===== src/rtl/pc_unit.sv =====
// pc_unit: fetch-stage program-counter generator for RV32I/RV64I pipelines.
// Presents the fetch PC under a valid/ready handshake. The next PC is chosen
// with fixed priority: trap vector, then branch/jump redirect, then PC+STEP.
// A BOOT/RUN/HALT state machine provides halt and resume control.
//
// Optional build macro PC_UNIT_MISALIGN_CHK_EN:
//   defined   - misaligned redirect targets are dropped, and misalign_fault
//               pulses for one cycle.
//   undefined - redirect targets are loaded with bits [1:0] cleared, and
//               misalign_fault is tied to 0.
module pc_unit #(
  parameter int              XLEN         = 32,
  parameter logic [XLEN-1:0] RESET_VECTOR = 'h80000000,
  parameter int              STEP         = 4
) (
  input  logic            clk,
  input  logic            reset,
  input  logic            fetch_ready,
  input  logic            redirect_valid,
  input  logic [XLEN-1:0] redirect_target,
  input  logic            trap_valid,
  input  logic [XLEN-1:0] trap_vector,
  input  logic            halt_req,
  input  logic            resume_req,
  output logic [XLEN-1:0] pc,
  output logic [XLEN-1:0] pc_plus_step,
  output logic            pc_valid,
  output logic            halted,
  output logic            misalign_fault
);

  typedef enum logic [1:0] {
    BOOT = 2'd0,
    RUN  = 2'd1,
    HALT = 2'd2
  } state_e;

  state_e          state_q;
  logic [XLEN-1:0] pc_q;
  logic            pc_valid_q;
  logic            halted_q;

  // Whether a redirect may be taken, and the address it would load.
  logic            redirect_ok;
  logic [XLEN-1:0] redirect_pc;

  // Sequential address. The adder wraps naturally modulo 2^XLEN.
  assign pc_plus_step = pc_q + XLEN'(STEP);

`ifdef PC_UNIT_MISALIGN_CHK_EN
  logic misalign_fault_q;

  // A misaligned target is refused outright instead of being rounded down.
  assign redirect_ok    = (redirect_target[1:0] == 2'b00);
  assign redirect_pc    = redirect_target;
  assign misalign_fault = misalign_fault_q;
`else
  // Targets are always accepted, with the low two bits cleared.
  assign redirect_ok    = 1'b1;
  assign redirect_pc    = redirect_target & ~XLEN'(3);
  assign misalign_fault = 1'b0;
`endif

  assign pc       = pc_q;
  assign pc_valid = pc_valid_q;
  assign halted   = halted_q;

  // FSM: state, PC and the registered status outputs.
  always_ff @(posedge clk or negedge reset) begin
    if (!reset) begin
      state_q    <= BOOT;
      pc_q       <= RESET_VECTOR;
      pc_valid_q <= 1'b0;
      halted_q   <= 1'b0;
`ifdef PC_UNIT_MISALIGN_CHK_EN
      misalign_fault_q <= 1'b0;
`endif
    end else begin
`ifdef PC_UNIT_MISALIGN_CHK_EN
      misalign_fault_q <= 1'b0;
`endif
      case (state_q)
        // Let the reset vector settle for one cycle, then start issuing it.
        BOOT: begin
          state_q    <= RUN;
          pc_valid_q <= 1'b1;
          halted_q   <= 1'b0;
        end

        RUN: begin
          if (trap_valid) begin
            pc_q       <= trap_vector;
            pc_valid_q <= 1'b1;
          end else if (redirect_valid && redirect_ok) begin
            // The squashed PC is dropped; the target is presented next.
            pc_q       <= redirect_pc;
            pc_valid_q <= 1'b1;
          end else begin
`ifdef PC_UNIT_MISALIGN_CHK_EN
            if (redirect_valid) begin
              misalign_fault_q <= 1'b1;
            end
`endif
            if (halt_req) begin
              // Keep the PC so fetch resumes exactly where it stopped.
              state_q    <= HALT;
              pc_valid_q <= 1'b0;
              halted_q   <= 1'b1;
            end else if (pc_valid_q && fetch_ready) begin
              pc_q <= pc_plus_step;
            end
          end
        end

        HALT: begin
          if (trap_valid) begin
            // A trap wakes the core at the handler address.
            pc_q       <= trap_vector;
            state_q    <= RUN;
            pc_valid_q <= 1'b1;
            halted_q   <= 1'b0;
          end else begin
            if (redirect_valid) begin
              if (redirect_ok) begin
                pc_q <= redirect_pc;
              end
`ifdef PC_UNIT_MISALIGN_CHK_EN
              else begin
                misalign_fault_q <= 1'b1;
              end
`endif
            end
            // If halt and resume are requested together, resume wins.
            if (resume_req) begin
              state_q    <= RUN;
              pc_valid_q <= 1'b1;
              halted_q   <= 1'b0;
            end
          end
        end

        default: begin
          state_q    <= BOOT;
          pc_valid_q <= 1'b0;
          halted_q   <= 1'b0;
        end
      endcase
    end
  end

endmodule

===== config.mk =====
export PLATFORM = sky130hd
export DESIGN_NAME = pc_unit
export DESIGN_NICKNAME = d
export VERILOG_FILES = /design/src/rtl/pc_unit.sv
export SDC_FILE = /design/constraint.sdc
export NUM_CORES = 1
export LEC_CHECK = 0
export CORE_ASPECT_RATIO = 1.2
export CORE_MARGIN = 8
export CORE_UTILIZATION = 42
export DETAILED_ROUTE_END_ITERATION = 10
export HOLD_SLACK_MARGIN = 0.08
export MAX_ROUTING_LAYER = met4
export PLACE_DENSITY = 0.89
export REMOVE_ABC_BUFFERS = 1
export SKIP_CTS_REPAIR_TIMING = 1
export SYNTH_ARGS = -nofsm -noshare
export SYNTH_HDL_FRONTEND = slang
export SYNTH_SLANG_ARGS = --single-unit

===== constraint.sdc =====
create_clock -name clk -period 2.8 [get_ports clk]
set_input_delay 0.28 -clock clk [delete_from_list [all_inputs] [get_ports clk]]
set_output_delay 0.28 -clock clk [all_outputs]
set_load 0.01 [all_outputs]

==> flow_summary_export.csv, run 1 <==
group,metric,value,unit
status,status,"finished clean",
clock_network,cts.sinks,36,
timing,slew_headroom,37.87,%
critical_path,crit_type,"register to output port",
timing,post-route-period-util,98.08,%
placement,portBuffers,134,
floorplanning,fp-row-count,33,
critical_path,r2r_cells,8,
drt,wl_per_cell,18.62,um
logic_synthesis,synth_top_area_cell,"dfrtp_1",
global_routing,grt_max_degree,46,
timing,period_needed,2746,ps
clock_network,htreeDepth,2,
logic_synthesis,seq_area_frac_synth,30.92,%
critical_path,cp-start-kind,"register",
timing,setup_ws,53.82,ps
logic_synthesis,yosysWarningCount,0,
logic_synthesis,netlist_area,2918,um^2
layout,final_area,4602,um^2
timing,setup_tns,0,ps
min_path,hold_path_class,"input pin to asynchronous set/reset pin",
logic_synthesis,yosysMostFrequentCell,"nand2_1",
clock_network,root_buffer,"clkbuf_8",
drt,met2_length,5601,um
layout,fin_nets,575,
drt,num_vias,3470,
critical_path,required,2520,ps
drt,drt_iter0_drc,229,
critical_path,cp_data_arrival_time,2470,ps
layout,register_area,918.4,um^2
timing,tightest_slew,928.8,ps
floorplanning,boundaryPins,138,
logic_synthesis,synth_flop_cell,"dfrtp_1",
global_routing,antenna_found_initial,0,
global_routing,overflow,0,
drt,drt-total-wl,10890,um
global_routing,grtUsageTotal,21.39,%
layout,diodes,0,
logic_synthesis,async_flop_share,100.0,%
placement,place_inst,573,
clock_network,worst_skew_pair.late_latency,280,ps
clock_network,cts_tree,"built",
pwr,totalPowerFinal,4784,uW
pwr,power_density,1040,nW/um^2
drt,drc_errors,0,
timing,clock_skew,2.558,ps
run,maxCapViolCount,0,
layout,fin_cells,585,
drt,ant_nets,0,
timing,fmax,0.3641,GHz
placement,pre_cts_slack,194.3,ps
logic_synthesis,ys_seq_elements,36,
drt,firstDrtPassIters,5,
pwr,vdd_drop_max,0.0006935,V
drt,m1WireLength,4314,um
logic_synthesis,synthTopCellsByCount,"nand2_1 (42), nor2_1 (37), dfrtp_1 (35)",
timing,hold_violations,0,
pwr,p_leak,0.001869,uW
floorplanning,fp.dieW,92.09,um
layout,final_layout_size_suffix_gt1_share,14.46,%
drt,dr.max_layer_used,"met4",
critical_path,crit_fanout,6,
global_routing,grt_pass1_vias,3485,
logic_synthesis,synth_area_per_cell,8.105,um^2
timing,setup_violations,0,
timing,slew_violations,0,
placement,dpl.hpwl,8197,um
clock_network,clock_path_buffers,2,
logic_synthesis,synth_edf_count,0,
layout,fill_cells,546,
drt,dr_wl_met3,805,um
layout,multi_input_area,1929,um^2
floorplanning,fp.dieH,107.3,um
drt,viasPerCell,5.932,
logic_synthesis,synth_area_leaders,"dfrtp_1 (30%), o21ai_0 (5.8%), nand2_1 (5.4%)",
placement,place.gp.congestion,0.8781,
floorplanning,die_area,9881,um^2
clock_network,cts_buffers,5,
clock_network,path_clk_slew,70,ps
placement,place_area,4389,um^2
floorplanning,coreArea,6771,um^2
layout,area_delta_synth_final,57.72,%
critical_path,cp-end-kind,"output port",
global_routing,grt_pass1_wl,16970,um
logic_synthesis,synth_top_area_share,30.02,%
floorplanning,initial_core_util,43.09,%
logic_synthesis,synthCells,360,
logic_synthesis,ys_types,63,
==> through the flow <==
step                util [%]  hold slack [ps]
detailed placement     64.82            430.4
global placement       64.82            423.8
floorplan                  -           -15.59
finish                 67.96            96.49
global route           67.96            160.0
CTS                    66.24            125.6
==> layout by cell type (no fill, tap or decap), types with 4 or more instances in the layout <==
master,n
nand2_1,42
a22o_1,7
a22oi_1,6
nand3_1,17
nor2b_1,5
o21ai_0,34
nor3_1,4
and3_1,7
xnor2_1,15
o311ai_0,4
dfrtp_2,13
o31a_1,4
nand4_1,6
a21oi_1,8
nor2_1,35
nor2_4,4
clkdlybuf4s50_1,129
inv_1,6
dfrtp_1,22
buf_4,25
clkbuf_8,7
a221oi_1,8
ha_1,6
a31oi_1,7
xor2_1,13
==> sequential cells by signal (all words and copies together) (netlist names) <==
register / cells
state_q: 2
halted: 1
pc: 32
pc_valid: 1
==> cells by family (layout without fill, tap and decap cells) <==
group                      after synthesis  count (layout)  share of synthesized area [%]
buffers and inverters                   34             172                          5.231
xor gates and xnor gates                28              28                          8.405
adders and majority gates                6               6                          2.573
muxes                                    1               1                         0.3431
and+or+nand+nor                        147             147                          26.24
AOI/OAI and AO/OA                      107             107                          26.16
DFF                                     36              36                          30.92
other                                    1               1                         0.1285
==> worst max-delay path: stages, from the launching register on <==
cell	delay [ps]
dfrtp_2	430
nand4_1	220
buf_4	210
nor4_4	190
buf_4	180
nand4_1	130
xnor2_1	240
clkdlybuf4s50_1	590
==> per-layer routing <==
layer  vias up  track usage, %
met4         0           6.228
met1      1662           24.24
met5         -               -
met2       188           37.41
met3        21           3.978
li1       1599               -
==> worst paths after layout <==
path | startpoint | endpoint | slack (ps)
min reg2reg | halted | halted | 500
min | reset | pc[28] | 100
min in group clk | halted | halted | 500
max reg2reg | state_q[0] | pc[29] | 310
max | pc[16] | pc_plus_step[30] | 50
max in group asynchronous | reset | pc[19] | 2120
==> area by class of cell <==
cell class              instances  share of cell area, %
repair buffers                159                  33.17
flip-flops and latches         36                  19.96
clock buffers                   7                  2.094
well taps                      87                  2.365
multi-input cells             290                  41.92
inverters                       6                 0.4894
==> power by group <==
part | switching, uW | total [uW] | internal (uW)
Combinational | 1510 | 3160 | 1650
Sequential | 412 | 1220 | 809
Clock | 187 | 407 | 219
Total | 2110 | 4780 | 2680
Note: power is estimated with default switching activity, not from simulation.
==> run 2, diff against run 1 <==
CORE_MARGIN = 5   (was 8)
==> flow_summary_export.csv, run 2 (synthesis results as in run 1) <==
group,metric,value,unit
drt,firstDrtPassIters,5,
floorplanning,fp-row-count,33,
layout,mostFrequentLayoutCell,"clkdlybuf4s50_1",
critical_path,crit_top_cell,"buf_4",
timing,post-route-period-util,97.27,%
layout,largest_register_ff_count,32,
pwr,switching_share,44.09,%
global_routing,grt_pass1_wl,16000,um
global_routing,overflow,0,
critical_path,cp_slowest_stage_delay,550,ps
timing,tightest_slew,849.9,ps
critical_path,crit_type,"register to output port",
pwr,p_leak,0.001856,uW
timing,slew_violations,0,
drt,ant_nets,0,
floorplanning,fp.dieW,86.09,um
timing,slew_headroom,43.34,%
run,maxCapViolCount,0,
clock_network,htreeDepth,2,
drt,drt_iter0_drc,287,
timing,fmax,0.3672,GHz
critical_path,cp_cell_sequence,"nand4_1, buf_4, nor4_4, buf_4, nand4_4, nor2_1, xor2_1, clkdlybuf4s50_1",
drt,wl_per_cell,17.56,um
clock_network,cts_buffers,5,
floorplanning,boundaryPins,138,
critical_path,crit_fanout,6,
pwr,totalPowerFinal,4778,uW
clock_network,clock_path_buffers,2,
timing,period_needed,2724,ps
clock_network,cts.sinks,36,
status,status,"finished clean",
timing,setup_tns,0,ps
pwr,vdd_drop_max,0.0005512,V
global_routing,antenna_found_initial,0,
layout,area_delta_synth_final,57.85,%
critical_path,required,2520,ps
placement,place.gp.congestion,0.8316,
placement,place_area,4394,um^2
min_path,hold_path_class,"input pin to asynchronous set/reset pin",
floorplanning,coreArea,6813,um^2
floorplanning,initial_core_util,42.83,%
pwr,pwr-share-clk,8.2,%
critical_path,cp_data_arrival_time,2440,ps
placement,dpl.hpwl,7646,um
critical_path,slowest_stage,"clkdlybuf4s50_1",
global_routing,grt_pass1_vias,3350,
timing,setup_violations,0,
clock_network,worst_skew_pair.late_latency,290,ps
floorplanning,die_area,8721,um^2
layout,utilization,67.60,%
layout,final_area,4606,um^2
placement,portBuffers,134,
pwr,power_density,1038,nW/um^2
global_routing,grt_max_degree,37,
drt,drt-total-wl,10310,um
clock_network,path_clk_slew,70,ps
pwr,p_switching,2107,uW
drt,drc_errors,0,
timing,hold_violations,0,
floorplanning,fp.dieH,101.3,um
layout,diodes,0,
pwr,p_int,2672,uW
clock_network,cts_tree,"built",
pwr,sequentialPowerShare,25.1,%
global_routing,grtUsageTotal,23.64,%
layout,most-common-layout-cells,"clkdlybuf4s50_1 (131), nand2_1 (42), nor2_1 (36)",
layout,fin_nets,576,
pwr,power_frac_comb,66.7,%
critical_path,cp-end-kind,"output port",
layout,final_layout_size_suffix_gt1_share,13.20,%
critical_path,cp-start-kind,"register",
timing,hold_slack,94.72,ps
layout,fill_cells,568,
timing,clock_skew,3.858,ps
clock_network,root_buffer,"clkbuf_8",
drt,viasPerCell,5.818,
drt,num_vias,3415,
run 2: critical path: cells and delay by family, from the launching register on:
family / cells / cell delay (ps)
buffers and inverters: 3 / 940
and+or+nand+nor: 4 / 640
DFF: 1 / 430
xor gates and xnor gates: 1 / 150
run 2: metrics by stage:
stage / std cells / setup slack (ps)
2_1_floorplan: 332 / -23.92
3_3_place_gp: 572 / 252.4
3_5_place_dp: 572 / 201.0
4_1_cts: 580 / -130.4
5_1_grt: 587 / -20.05
6_report: 587 / 76.50
run 2: layout make-up:
| class | count | area, um^2 | area share [%] |
|---|---|---|---|
| Sequential cell | 36 | 912.1 | 19.80 |
| Timing Repair Buffer | 160 | 1541 | 33.47 |
| Inverter | 6 | 22.52 | 0.4890 |
| Clock buffer | 8 | 90.09 | 1.956 |
| Multi-Input combinational cell | 290 | 1931 | 41.92 |
| Tap cell | 87 | 108.9 | 2.363 |
run 2: path summary, 6_finish.rpt:
path                       startpoint               end  slack, ps  depth (start not counted)
min in group clk               halted            halted        510                          1
setup / recovery               pc[18]  pc_plus_step[27]         80                          8
hold / removal                  reset            pc[20]         90                          1
max in group asynchronous       reset            pc[19]       2120                          1
setup reg to reg           state_q[0]            pc[23]        390                          7
hold reg to reg                halted            halted        510                          1
run 2: routing by layer:
metal	up-vias	share of wire (%)	global-route usage (%)
met5	-	0	-
met4	0	2.0	7.308
met3	19	8.3	4.475
met2	163	51	40.71
met1	1634	39	27.78
li1	1599	-	-
run 2: power by group through the flow:
stage | sequential [uW] | clock, uW | combinational (uW)
finish | 1200 | 394 | 3190
floorplan | 1260 | 0 | 1350
global placement | 1160 | 0 | 3060
global route | 1240 | 418 | 3440
CTS | 1180 | 395 | 3150
detailed placement | 1180 | 0 | 3130
==> run 3, diff against run 2 <==
ABC_CLOCK_PERIOD_IN_PS = 2800   (was not set)
CTS_CLUSTER_DIAMETER = 150   (was not set)
RECOVER_POWER = 100   (was not set)
==> flow_summary_export.csv, run 3 (synthesis results as in run 1) <==
group,metric,value,unit
timing,period_needed,2713,ps
layout,diodes,0,
floorplanning,fp.dieW,86.09,um
clock_network,cts_tree,"built",
floorplanning,die_area,8721,um^2
placement,portBuffers,134,
clock_network,cts_buffers,5,
critical_path,cp_top_family,"buffers and inverters",
global_routing,overflow,0,
drt,ant_nets,0,
drt,firstDrtPassIters,5,
timing,setup_violations,0,
floorplanning,coreArea,6813,um^2
drt,drt-total-wl,10300,um
clock_network,worst_skew_pair.late_latency,290,ps
clock_network,clock_path_buffers,2,
status,status,"complete, but fails checks",
placement,dpl.hpwl,7646,um
drt,viasPerCell,5.780,
timing,hold_violations,0,
run,maxCapViolCount,1,
timing,clock_skew,5.610,ps
critical_path,cp_cell_sequence,"nand4_1, buf_4, nor4_4, buf_4, nand4_4, nor2_1, xor2_1, clkdlybuf4s50_1",
layout,final_layout_size_suffix_gt1_share,12.40,%
clock_network,cts.sinks,36,
layout,fill_cells,575,
floorplanning,boundaryPins,138,
critical_path,cp-end-kind,"output port",
global_routing,grt_pass1_wl,16000,um
global_routing,grt_pass1_vias,3350,
drt,num_vias,3393,
timing,fmax,0.3686,GHz
pwr,p_leak,0.001879,uW
clock_network,path_clk_slew,70,ps
layout,largest_register_ff_count,32,
drt,drt_iter0_drc,272,
critical_path,crit_fanout,6,
layout,fin_nets,576,
global_routing,grtUsageTotal,23.64,%
global_routing,grt_max_degree,37,
critical_path,crit_type,"register to output port",
critical_path,cp_data_arrival_time,2430,ps
layout,mostFrequentLayoutCell,"clkdlybuf4s50_1",
global_routing,antenna_found_initial,0,
layout,area_delta_synth_final,56.52,%
floorplanning,fp.dieH,101.3,um
critical_path,cp-start-kind,"register",
floorplanning,fp-row-count,33,
critical_path,crit_top_cell,"buf_4",
placement,place.gp.congestion,0.8316,
timing,slew_headroom,-36.40,%
floorplanning,initial_core_util,42.83,%
timing,slew_violations,37,
critical_path,cp_slowest_stage_delay,550,ps
critical_path,required,2520,ps
drt,wl_per_cell,17.55,um
drt,drc_errors,0,
timing,post-route-period-util,96.88,%
pwr,power_density,997.3,nW/um^2
clock_network,htreeDepth,2,
layout,most-common-layout-cells,"clkdlybuf4s50_1 (77), dlygate4sd3_1 (54), nand2_1 (42)",
critical_path,crit_buf_inv,3,
clock_network,root_buffer,"clkbuf_8",
timing,setup_tns,0,ps
status,violations,"max-capacitance violations, max-slew violations",
timing,tightest_slew,2046,ps
min_path,hold_path_class,"register to register",
pwr,vdd_drop_max,0.0005329,V
critical_path,slowest_stage,"clkdlybuf4s50_1",
pwr,totalPowerFinal,4555,uW
## run 3: changes by cell type in the layout (fill, tap and decap cells not counted), sizes merged
cell / previous run / this run
clkdlybuf4s50: 131 / 77
buf: 28 / 24
dlymetal6s2s: 1 / 0
dlygate4sd3: 0 / 54
clkbuf: 8 / 13
## run 3: worst paths after layout
kind	from	cells past startpoint	to	slack, ps
min reg2reg	halted	1	halted	510
min	halted	1	halted	510
min in group asynchronous	reset	1	pc[20]	570
max reg2reg	state_q[0]	7	pc[23]	230
max	pc[18]	8	pc_plus_step[27]	90
max in group asynchronous	reset	1	pc[12]	910
## run 3: per-layer routing
metal  wire [um]  global-route usage [%]  vias to the layer above
li1            -                       -                     1605
met1        4034                   27.78                     1613
met2        5274                   40.71                      157
met3         812                   4.475                       18
met4         178                   7.308                        0
met5           0                       -                        -
## run 3: power breakdown
part,leakage [uW],internal (uW),switching [uW],total [uW]
Combinational,0.00140,1480,1490,2970
Sequential,0.000429,802,386,1190
Clock,0.0000455,201,192,393
## run 3: per-stage QoR
| stage | hold WS (ps) | setup WS, ps | utilization [%] | cells | cell area, um^2 |
|---|---|---|---|---|---|
| finish | 507.1 | 87.35 | 67.03 | 587 | 4567 |
| global route | 543.2 | -9.676 | 67.03 | 587 | 4567 |
| CTS | 123.1 | -130.4 | 65.82 | 580 | 4484 |
| detailed placement | 435.8 | 201.0 | 64.50 | 572 | 4394 |
| global placement | 428.7 | 252.4 | 64.50 | 572 | 4394 |
| floorplan | -15.59 | -23.92 | - | 332 | 2788 |
## run 3: cell type report
| class | instances | area (um^2) | share of cell area, % |
|---|---|---|---|
| Inverter | 6 | 22.52 | 0.4932 |
| Tap cell | 87 | 108.9 | 2.384 |
| Clock buffer | 8 | 90.09 | 1.973 |
| Timing Repair Buffer | 160 | 1521 | 33.32 |
| Multi-Input combinational cell | 290 | 1912 | 41.86 |
| Sequential cell | 36 | 912.1 | 19.97 |
==> RTL edit, RTL diff (config.mk and constraints of run 3) <==
The parameter `XLEN` goes from 32 to 64.
--- a/src/rtl/pc_unit.sv
+++ b/src/rtl/pc_unit.sv
@@ -11,3 +11,3 @@
 module pc_unit #(
-  parameter int              XLEN         = 32,
+  parameter int              XLEN         = 64,
   parameter logic [XLEN-1:0] RESET_VECTOR = 'h80000000,
Interface: changed (resized pc, pc_plus_step, redirect_target and trap_vector); port bits go from 138 to 266. The function was not compared with the original's and may differ.
==> RTL edit against run 3 <==
- the flow finishes with violations (capacitance limit, slew limit, setup timing)
- count of clock-buffer cells in the layout up 4
- sequential cell count is 32 higher
- via count rose by 120%
- critical path depth fell by 2
- setup slack worse by 280 ps
- design area increased by 120%
- utilization is 7.3 points higher
- synthesized area up 94%
- power rose by 140%
- routed wire length grew to 2.6 times the old value
- critical endpoint is now pc_plus_step[59]
- largest power group unchanged
==> RTL edit: results (changes against run 3) <==
stage,metric,value,unit,change
finish,FF+latch area,1707,um2,was 912.1 um2
clock_network,CTS Buf Count,9,,was 5
timing,setup violators final,4,,was 0
finish,Multi-Input Combinational,575,,was 290
setup_path,CP max FO,4,,was 6
global_routing,vias in the first global route,7454,,was 3350
finish,Non-Clock Buffer Count,399,,was 160
power_and_ir_drop,share of power burned in registers,0.181,,was 0.261
finish,inverter count,13,,was 6
synthesis,Yosys reg bits,68,,was 36
setup_path,arrival time worst endpoint,2720,ps,was 2430 ps
global_routing,GR Layer Usage met3,0.06195,,was 0.04475
detailed_routing,final WL,26690,um,was 10300 um
power_and_ir_drop,switching pwr,4832,uW,was 2071 uW
detailed_routing,DR WL met2,13200,um,was 5274 um
setup_path,Setup crit end,pc_plus_step[59],,was pc_plus_step[27]
finish,NonClk Buf Share,0.3735,,was 0.3332
setup_path,Reg2Reg Depth,8,,was 7
placement,GP Congestion,0.9508,,was 0.8316
clock_network,htree depth,3,,was 2
power_and_ir_drop,leakage,0.004398,uW,was 0.001879 uW
outcome,failing checks,"capacitance limit, slew limit, setup timing",,"was capacitance limit, slew limit"
timing,min setup slack post-route,-197.0,ps,was 87.35 ps
timing,setup_tns,-536.3,ps,was 0 ps
power_and_ir_drop,combinational group power,7540,uW,was 2970 uW
global_routing,global-route wire length before repair,38740,um,was 16000 um
detailed_routing,Via-to-Cell Ratio,6.069,,was 5.780
placement,Post-DP Area,9128,um2,was 4394 um2
power_and_ir_drop,peak supply drop,0.7720,mV,was 0.5329 mV
flow_run,Max-Cap Viols,1,,unchanged
detailed_routing,wire length on met1,9501,um,was 4034 um
placement,HPWL Detailed,19980,um,was 7646 um
finish,fraction of area in clock buffers and inverters,0.03421,,was 0.01973
global_routing,GRT Total Usage,0.3237,,was 0.2364
timing,max-slew violation total from the final report,69,,was 37
placement,pre-CTS WS,-164.1,ps,was 201.0 ps
outcome,status,"finished, violations left",,unchanged
RTL edit: cell types whose count changed after synthesis, sizes merged, moves of 15 or more:
cell	delta
a21oi	+37
a221o	+23
a221oi	+19
clkbuf	+29
dfrtp	+32
nand2	+28
nor2	+53
nor3	+19
nor4	+15
xnor2	+17
xor2	+15
RTL edit: logic make-up (layout without fill, tap and decap cells):
group | after synthesis | after routing | share of synthesized area
adders and majority gates | 6 | 6 | 0.01324
other | 1 | 1 | 0.0006613
DFF | 68 | 68 | 0.3003
buffers and inverters | 76 | 428 | 0.06046
and+or+nand+nor | 308 | 308 | 0.2734
muxes | 5 | 5 | 0.008826
xor gates and xnor gates | 60 | 60 | 0.09400
AOI/OAI and AO/OA | 195 | 195 | 0.2491
RTL edit: critical path, cell delays in order (launching register included):
cell     delay, ps
dfrtp_1        380
nand3_2        110
or4_4          530
or4_4          620
nor4_4         400
xor2_1         170
buf_2          160
